**src/rtl/mandelbrot_frame_engine.sv**
```systemverilog
// Raster-scan Mandelbrot frame generator with a recirculating PIPE_DEPTH-slot ring.
// Optional build macro MANDEL_STATS_EN enables the frame_cycles / maxed_pixels counters.
module mandelbrot_frame_engine #(
    parameter int H_RES       = 32,
    parameter int V_RES       = 16,
    parameter int ADDR_WIDTH  = 9,
    parameter int ITER_WIDTH  = 8,
    parameter int COORD_WIDTH = 18,
    parameter int FRAC_BITS   = 13,
    parameter int PIPE_DEPTH  = 4
) (
    input  logic                          clk,
    input  logic                          rst_n,
    input  logic                          start,
    input  logic [ITER_WIDTH-1:0]         max_iter,
    input  logic signed [COORD_WIDTH-1:0] re_origin,
    input  logic signed [COORD_WIDTH-1:0] im_origin,
    input  logic signed [COORD_WIDTH-1:0] re_step,
    input  logic signed [COORD_WIDTH-1:0] im_step,
    output logic                          busy,
    output logic                          done,
    output logic                          we,
    output logic [ADDR_WIDTH-1:0]         waddr,
    output logic [ITER_WIDTH-1:0]         wdata,
    output logic [31:0]                   frame_cycles,
    output logic [ADDR_WIDTH:0]           maxed_pixels
);
    localparam int W  = COORD_WIDTH;
    localparam int HD = PIPE_DEPTH - 1;
    localparam logic [ADDR_WIDTH:0]   NPIX   = (ADDR_WIDTH+1)'(H_RES * V_RES);
    localparam logic [ADDR_WIDTH-1:0] X_LAST = ADDR_WIDTH'(H_RES - 1);
    localparam logic signed [2*W:0]   ESC_LIMIT = (2*W+1)'(4) << (2*FRAC_BITS);

    typedef enum logic [1:0] {ST_IDLE, ST_RUN, ST_DONE} state_t;
    state_t state_reg;

    logic [ITER_WIDTH-1:0] max_iter_reg;
    logic signed [W-1:0]   re_origin_reg, re_step_reg, im_step_reg;
    logic signed [W-1:0]   pix_re_reg, pix_im_reg;
    logic [ADDR_WIDTH-1:0] pix_x_reg;
    logic [ADDR_WIDTH:0]   issued_reg;

    logic [PIPE_DEPTH-1:0] valid_reg;
    logic [ADDR_WIDTH-1:0] addr_reg [PIPE_DEPTH];
    logic signed [W-1:0]   c_re_reg [PIPE_DEPTH];
    logic signed [W-1:0]   c_im_reg [PIPE_DEPTH];
    logic signed [W-1:0]   z_re_reg [PIPE_DEPTH];
    logic signed [W-1:0]   z_im_reg [PIPE_DEPTH];
    logic [ITER_WIDTH-1:0] n_reg    [PIPE_DEPTH];

    logic signed [2*W-1:0] re_sq, im_sq, re_im;
    logic signed [2*W:0]   mag_sq;
    logic signed [W-1:0]   z_re_next, z_im_next;
    logic                  running, escaped, retire, recirc, refill;

    // Head-slot evaluation; the doubled cross product shifts by one bit less.
    assign running   = (state_reg == ST_RUN);
    assign re_sq     = z_re_reg[HD] * z_re_reg[HD];
    assign im_sq     = z_im_reg[HD] * z_im_reg[HD];
    assign re_im     = z_re_reg[HD] * z_im_reg[HD];
    assign mag_sq    = (2*W+1)'(re_sq) + (2*W+1)'(im_sq);
    assign escaped   = (mag_sq > ESC_LIMIT);
    assign z_re_next = W'(re_sq >>> FRAC_BITS) - W'(im_sq >>> FRAC_BITS) + c_re_reg[HD];
    assign z_im_next = W'(re_im >>> (FRAC_BITS - 1)) + c_im_reg[HD];
    assign retire    = valid_reg[HD] && (escaped || (n_reg[HD] == max_iter_reg));
    assign recirc    = valid_reg[HD] && !retire;
    assign refill    = running && !recirc && (issued_reg != NPIX);

    always_ff @(posedge clk or negedge rst_n) begin
        if (!rst_n) begin
            valid_reg <= '0;
            for (int i = 0; i < PIPE_DEPTH; i++) begin
                addr_reg[i] <= '0;
                c_re_reg[i] <= '0;
                c_im_reg[i] <= '0;
                z_re_reg[i] <= '0;
                z_im_reg[i] <= '0;
                n_reg[i]    <= '0;
            end
        end else begin
            for (int i = 1; i < PIPE_DEPTH; i++) begin
                valid_reg[i] <= valid_reg[i-1];
                addr_reg[i]  <= addr_reg[i-1];
                c_re_reg[i]  <= c_re_reg[i-1];
                c_im_reg[i]  <= c_im_reg[i-1];
                z_re_reg[i]  <= z_re_reg[i-1];
                z_im_reg[i]  <= z_im_reg[i-1];
                n_reg[i]     <= n_reg[i-1];
            end
            if (recirc) begin
                valid_reg[0] <= 1'b1;
                addr_reg[0]  <= addr_reg[HD];
                c_re_reg[0]  <= c_re_reg[HD];
                c_im_reg[0]  <= c_im_reg[HD];
                z_re_reg[0]  <= z_re_next;
                z_im_reg[0]  <= z_im_next;
                n_reg[0]     <= n_reg[HD] + ITER_WIDTH'(1);
            end else if (refill) begin
                valid_reg[0] <= 1'b1;
                addr_reg[0]  <= issued_reg[ADDR_WIDTH-1:0];
                c_re_reg[0]  <= pix_re_reg;
                c_im_reg[0]  <= pix_im_reg;
                z_re_reg[0]  <= '0;
                z_im_reg[0]  <= '0;
                n_reg[0]     <= '0;
            end else begin
                valid_reg[0] <= 1'b0;
            end
        end
    end

    always_ff @(posedge clk or negedge rst_n) begin
        if (!rst_n) begin
            state_reg     <= ST_IDLE;
            busy          <= 1'b0;
            done          <= 1'b0;
            we            <= 1'b0;
            waddr         <= '0;
            wdata         <= '0;
            max_iter_reg  <= '0;
            re_origin_reg <= '0;
            re_step_reg   <= '0;
            im_step_reg   <= '0;
            pix_re_reg    <= '0;
            pix_im_reg    <= '0;
            pix_x_reg     <= '0;
            issued_reg    <= '0;
        end else begin
            we   <= 1'b0;
            done <= 1'b0;
            case (state_reg)
                ST_IDLE: begin
                    if (start) begin
                        state_reg     <= ST_RUN;
                        busy          <= 1'b1;
                        max_iter_reg  <= max_iter;
                        re_origin_reg <= re_origin;
                        re_step_reg   <= re_step;
                        im_step_reg   <= im_step;
                        pix_re_reg    <= re_origin;
                        pix_im_reg    <= im_origin;
                        pix_x_reg     <= '0;
                        issued_reg    <= '0;
                    end
                end
                ST_RUN: begin
                    // A retiring slot's n equals max_iter when it hit the limit.
                    if (retire) begin
                        we    <= 1'b1;
                        waddr <= addr_reg[HD];
                        wdata <= n_reg[HD];
                    end
                    if (refill) begin
                        issued_reg <= issued_reg + 1'b1;
                        if (pix_x_reg == X_LAST) begin
                            pix_x_reg  <= '0;
                            pix_re_reg <= re_origin_reg;
                            pix_im_reg <= pix_im_reg - im_step_reg;
                        end else begin
                            pix_x_reg  <= pix_x_reg + 1'b1;
                            pix_re_reg <= pix_re_reg + re_step_reg;
                        end
                    end
                    if ((issued_reg == NPIX) && (valid_reg == '0)) begin
                        state_reg <= ST_DONE;
                        busy      <= 1'b0;
                        done      <= 1'b1;
                    end
                end
                ST_DONE: state_reg <= ST_IDLE;
                default: state_reg <= ST_IDLE;
            endcase
        end
    end

`ifdef MANDEL_STATS_EN
    logic [31:0]         frame_cycles_reg;
    logic [ADDR_WIDTH:0] maxed_pixels_reg;

    always_ff @(posedge clk or negedge rst_n) begin
        if (!rst_n) begin
            frame_cycles_reg <= '0;
            maxed_pixels_reg <= '0;
        end else if ((state_reg == ST_IDLE) && start) begin
            frame_cycles_reg <= '0;
            maxed_pixels_reg <= '0;
        end else if (running) begin
            frame_cycles_reg <= frame_cycles_reg + 32'd1;
            if (retire && !escaped)
                maxed_pixels_reg <= maxed_pixels_reg + 1'b1;
        end
    end

    assign frame_cycles = frame_cycles_reg;
    assign maxed_pixels = maxed_pixels_reg;
`else
    assign frame_cycles = '0;
    assign maxed_pixels = '0;
`endif

endmodule

```
**config.mk**
```make
export PLATFORM = sky130hd
export DESIGN_NAME = mandelbrot_frame_engine
export DESIGN_NICKNAME = d
export VERILOG_FILES = /design/src/rtl/mandelbrot_frame_engine.sv
export SDC_FILE = /design/constraint.sdc
export NUM_CORES = 2
export LEC_CHECK = 0
export BUFFER_PORTS_ARGS = -buffer_cell sky130_fd_sc_hd__buf_2
export CAP_MARGIN = 15
export CORE_ASPECT_RATIO = 0.5
export CORE_MARGIN = 3
export CORE_UTILIZATION = 40
export DETAILED_ROUTE_END_ITERATION = 6
export PLACE_DENSITY = 0.59
export RECOVER_POWER = 25
export SYNTH_ARGS = -nofsm -noshare
export SYNTH_HDL_FRONTEND = slang
export SYNTH_SLANG_ARGS = --single-unit
export TNS_END_PERCENT = 5
```
**constraint.sdc**
```tcl
create_clock -name clk -period 19.52 [get_ports clk]
set_input_delay 1.952 -clock clk [delete_from_list [all_inputs] [get_ports clk]]
set_output_delay 1.952 -clock clk [all_outputs]
set_load 0.01 [all_outputs]
```
==> impl_metrics.py <==
metrics = {
    "outcome": {
        "status": "completed",
    },
    "clocking": {
        "cts.repair.resized": 0,
        "cts_hold_buffers": 0,
        "htree_levels": 2,
        "clock-sinks": 499,
        "clk_pin_slew_ns": 0.07,
        "root_buffer": "clkbuf_16",
        "insertion_delay_ns": 0.62,
        "cts_buffers": 53,
        "cts_max_path_buffers": 3,
        "cts_tree": "done",
        "post-cts-setup-buffers": 0,
    },
    "timing": {
        "setup_viol": 0,
        "worst_pin_slew_ns": 1.02,
        "period_share_pct": 68.5,
        "final_hold_viol_count": 0,
        "min_period_ns": 13.38,
        "maxSlewHeadroom_pct": 31.1,
        "setup-tns-final_ns": 0,
        "rsz0062_at_grt": "no",
        "maxSlewViolCount": 0,
        "whs_ns": 0.334,
        "fmaxAchievable_ghz": 0.0747,
        "skew_ns": 0.0279,
    },
    "synth": {
        "synthTopCellsByCount": "1227 x inv_1, 887 x fa_1, 716 x nand2_1",
        "ys_seq_area_share_pct": 23.2,
        "yosysUniqueCellTypes": 85,
        "avgSynthCellArea_sq_um": 9.73,
        "yosys.area.top_type": "fa_1",
        "synth_seq_cells": 499,
        "synth.cell_area_sq_um": 53800,
        "yosysMostFrequentCell": "inv_1",
        "syn_inst": 5525,
        "synth-warning-count": 0,
        "synth_edf_count": 0,
        "synthTopCellsByArea": "fa_1 33%, dfrtp_1 23%, ha_1 9.3%",
        "synth-async-reset-ratio_pct": 100,
        "synth_top_area_share_pct": 33.0,
        "synthFlopType": "dfrtp_1",
    },
    "routing": {
        "drt_iter0_markers": 2305,
        "viasPerCell": 4.97,
        "via_count": 36500,
        "drc": 0,
        "final_antenna_net_count": 0,
        "wl_per_cell_um": 17.5,
        "drt_wl_total_mm": 128,
        "drt_first_pass_iters": 6,
    },
    "place": {
        "dp_hpwl_mm": 99.6,
        "place.gp.congestion": 0.922,
        "io_buffers": 102,
    },
    "hold_path": {
        "min_path_type": "flop to flop",
        "hold_end": "z_re_reg[20]",
        "whs_path_depth": 0,
        "min_from": "z_re_reg[38]",
    },
    "critical_path": {
        "reg2reg_to": "pix_re_reg[15]",
        "cp-startpoint": "z_re_reg[9]",
        "critPathLaunchType": "flop",
        "cpMostUsedCell": "fa_1",
        "cp-end-kind": "flop",
        "crit_path_max_incr_delay_ns": 0.81,
        "crit_type": "flop to flop",
        "r2r_setup_slack_ns": 6.14,
        "r2r_cells": 41,
        "worst-endpoint-required_ns": 20.02,
        "worstPathArrival_ns": 13.88,
        "slowest_stage": "nor4_1",
        "critical_path.max_fanout": 84,
        "r2r_start": "z_re_reg[9]",
    },
    "floorplanning": {
        "ioPinCount": 145,
        "row_count": 94,
        "initial_core_util_pct": 40.6,
        "die-area_sq_um": 139000,
        "die_w_um": 524,
        "die_h_um": 265,
        "coreArea_sq_um": 132000,
    },
    "global_route": {
        "grt_usage_pct": 19.0,
        "grt_max_degree": 174,
        "grt_pass1_vias": 38800,
        "grt_overflow": 0,
        "antenna_found_initial": 1,
        "grt_pass1_wl_mm": 212,
    },
    "job": {
        "cap_violations": 0,
    },
    "cells_and_area": {
        "drive_above_1_share_pct": 5.70,
        "fin_nets": 6890,
        "area_delta_synth_final_pct": 7.45,
    },
}
-- metrics by stage --
stage / utilization, % / cell area (sq um) / cells / worst slack (ns)
6_report: 43.6 / 57800 / 7343 / 6.14
5_1_grt: 43.6 / 57800 / 7341 / 5.44
4_1_cts: 43.6 / 57800 / 7341 / 6.29
3_5_place_dp: 42.2 / 55900 / 7243 / 6.40
3_3_place_gp: 42.2 / 55900 / 7243 / 6.80
2_1_floorplan: - / 53900 / 5566 / 9.71
-- cell families (layout without fill, tap and decap cells) --
| logic type | after synthesis | in the layout | share of synthesized area, % |
|---|---|---|---|
| mux | 76 | 76 | 1.50 |
| flops | 499 | 499 | 23.2 |
| buf+inv | 1480 | 1479 | 10.7 |
| other cells | 1 | 44 | 0.00698 |
| xor+xnor | 202 | 202 | 3.34 |
| simple gates | 1344 | 1344 | 11.3 |
| compound gates | 638 | 638 | 7.63 |
| fa+ha+maj | 1285 | 1285 | 42.3 |
-- how the worst max path moves through the flow --
stage | cells after the start | endpoint | slack [ns]
floorplan | 39 | waddr[0] | 9.71
global placement | 41 | pix_re_reg[15] | 6.80
detailed placement | 41 | pix_re_reg[15] | 6.40
CTS | 41 | pix_re_reg[15] | 6.29
global route | 41 | pix_re_reg[15] | 5.44
finish | 41 | pix_re_reg[15] | 6.14
-- layer usage --
metal / track usage [%] / vias up / routed length (um)
met5: 0 / - / 0
met4: 3.51 / 0 / 2140
met3: 2.30 / 138 / 6400
met2: 30.9 / 871 / 60200
met1: 27.5 / 18700 / 59500
li1: - / 16800 / -
-- cell usage in the layout (no fill, tap or decap), types with 12 or more instances in the layout --
cell type  count
a211oi_1      18
a21boi_0      14
a21o_1        55
a21oi_1      159
a31o_2        30
a31oi_1       22
and2_1       186
and3_1        17
buf_2        101
buf_4         47
clkbuf_16     53
conb_1        42
dfrtp_1      497
fa_1         887
ha_1         398
inv_1       1227
mux2_1        16
mux2_2        21
mux2i_1       39
nand2_1      714
nand2b_1      33
nand3_1       39
nand4_1       17
nor2_1       206
nor2b_1       29
nor3_1        43
nor4_1        12
o211ai_1      17
o21a_1        26
o21ai_0      177
o21bai_1      22
o31ai_1       13
or3_1         13
xnor2_1      137
xor2_1        63
-- critical path: cells and delay by family, from the launching register on --
| kind | cells | cell delay (ns) |
|---|---|---|
| AO/OA/AOI/OAI | 14 | 3.08 |
| XOR/XNOR | 1 | 0.17 |
| adder cells (fa/ha/maj) | 8 | 3.71 |
| buffers and inverters | 8 | 2.37 |
| flip-flops | 1 | 0.32 |
| AND/OR/NAND/NOR | 10 | 3.51 |
-- layout make-up --
| type | count | area (sq um) |
|---|---|---|
| clock buffer | 69 | 1470 |
| antenna | 2 | 5.00 |
| tap | 1776 | 2220 |
| clock inverter | 29 | 370 |
| fill | 12800 | 74700 |
| timing repair buffer | 150 | 893 |
| sequential | 499 | 12500 |
| inverter | 1231 | 4620 |
| multi-input combinational | 3587 | 35700 |
Power is not shown: default switching activity piles up to over one toggle a cycle in this logic, so the estimate is an artifact.
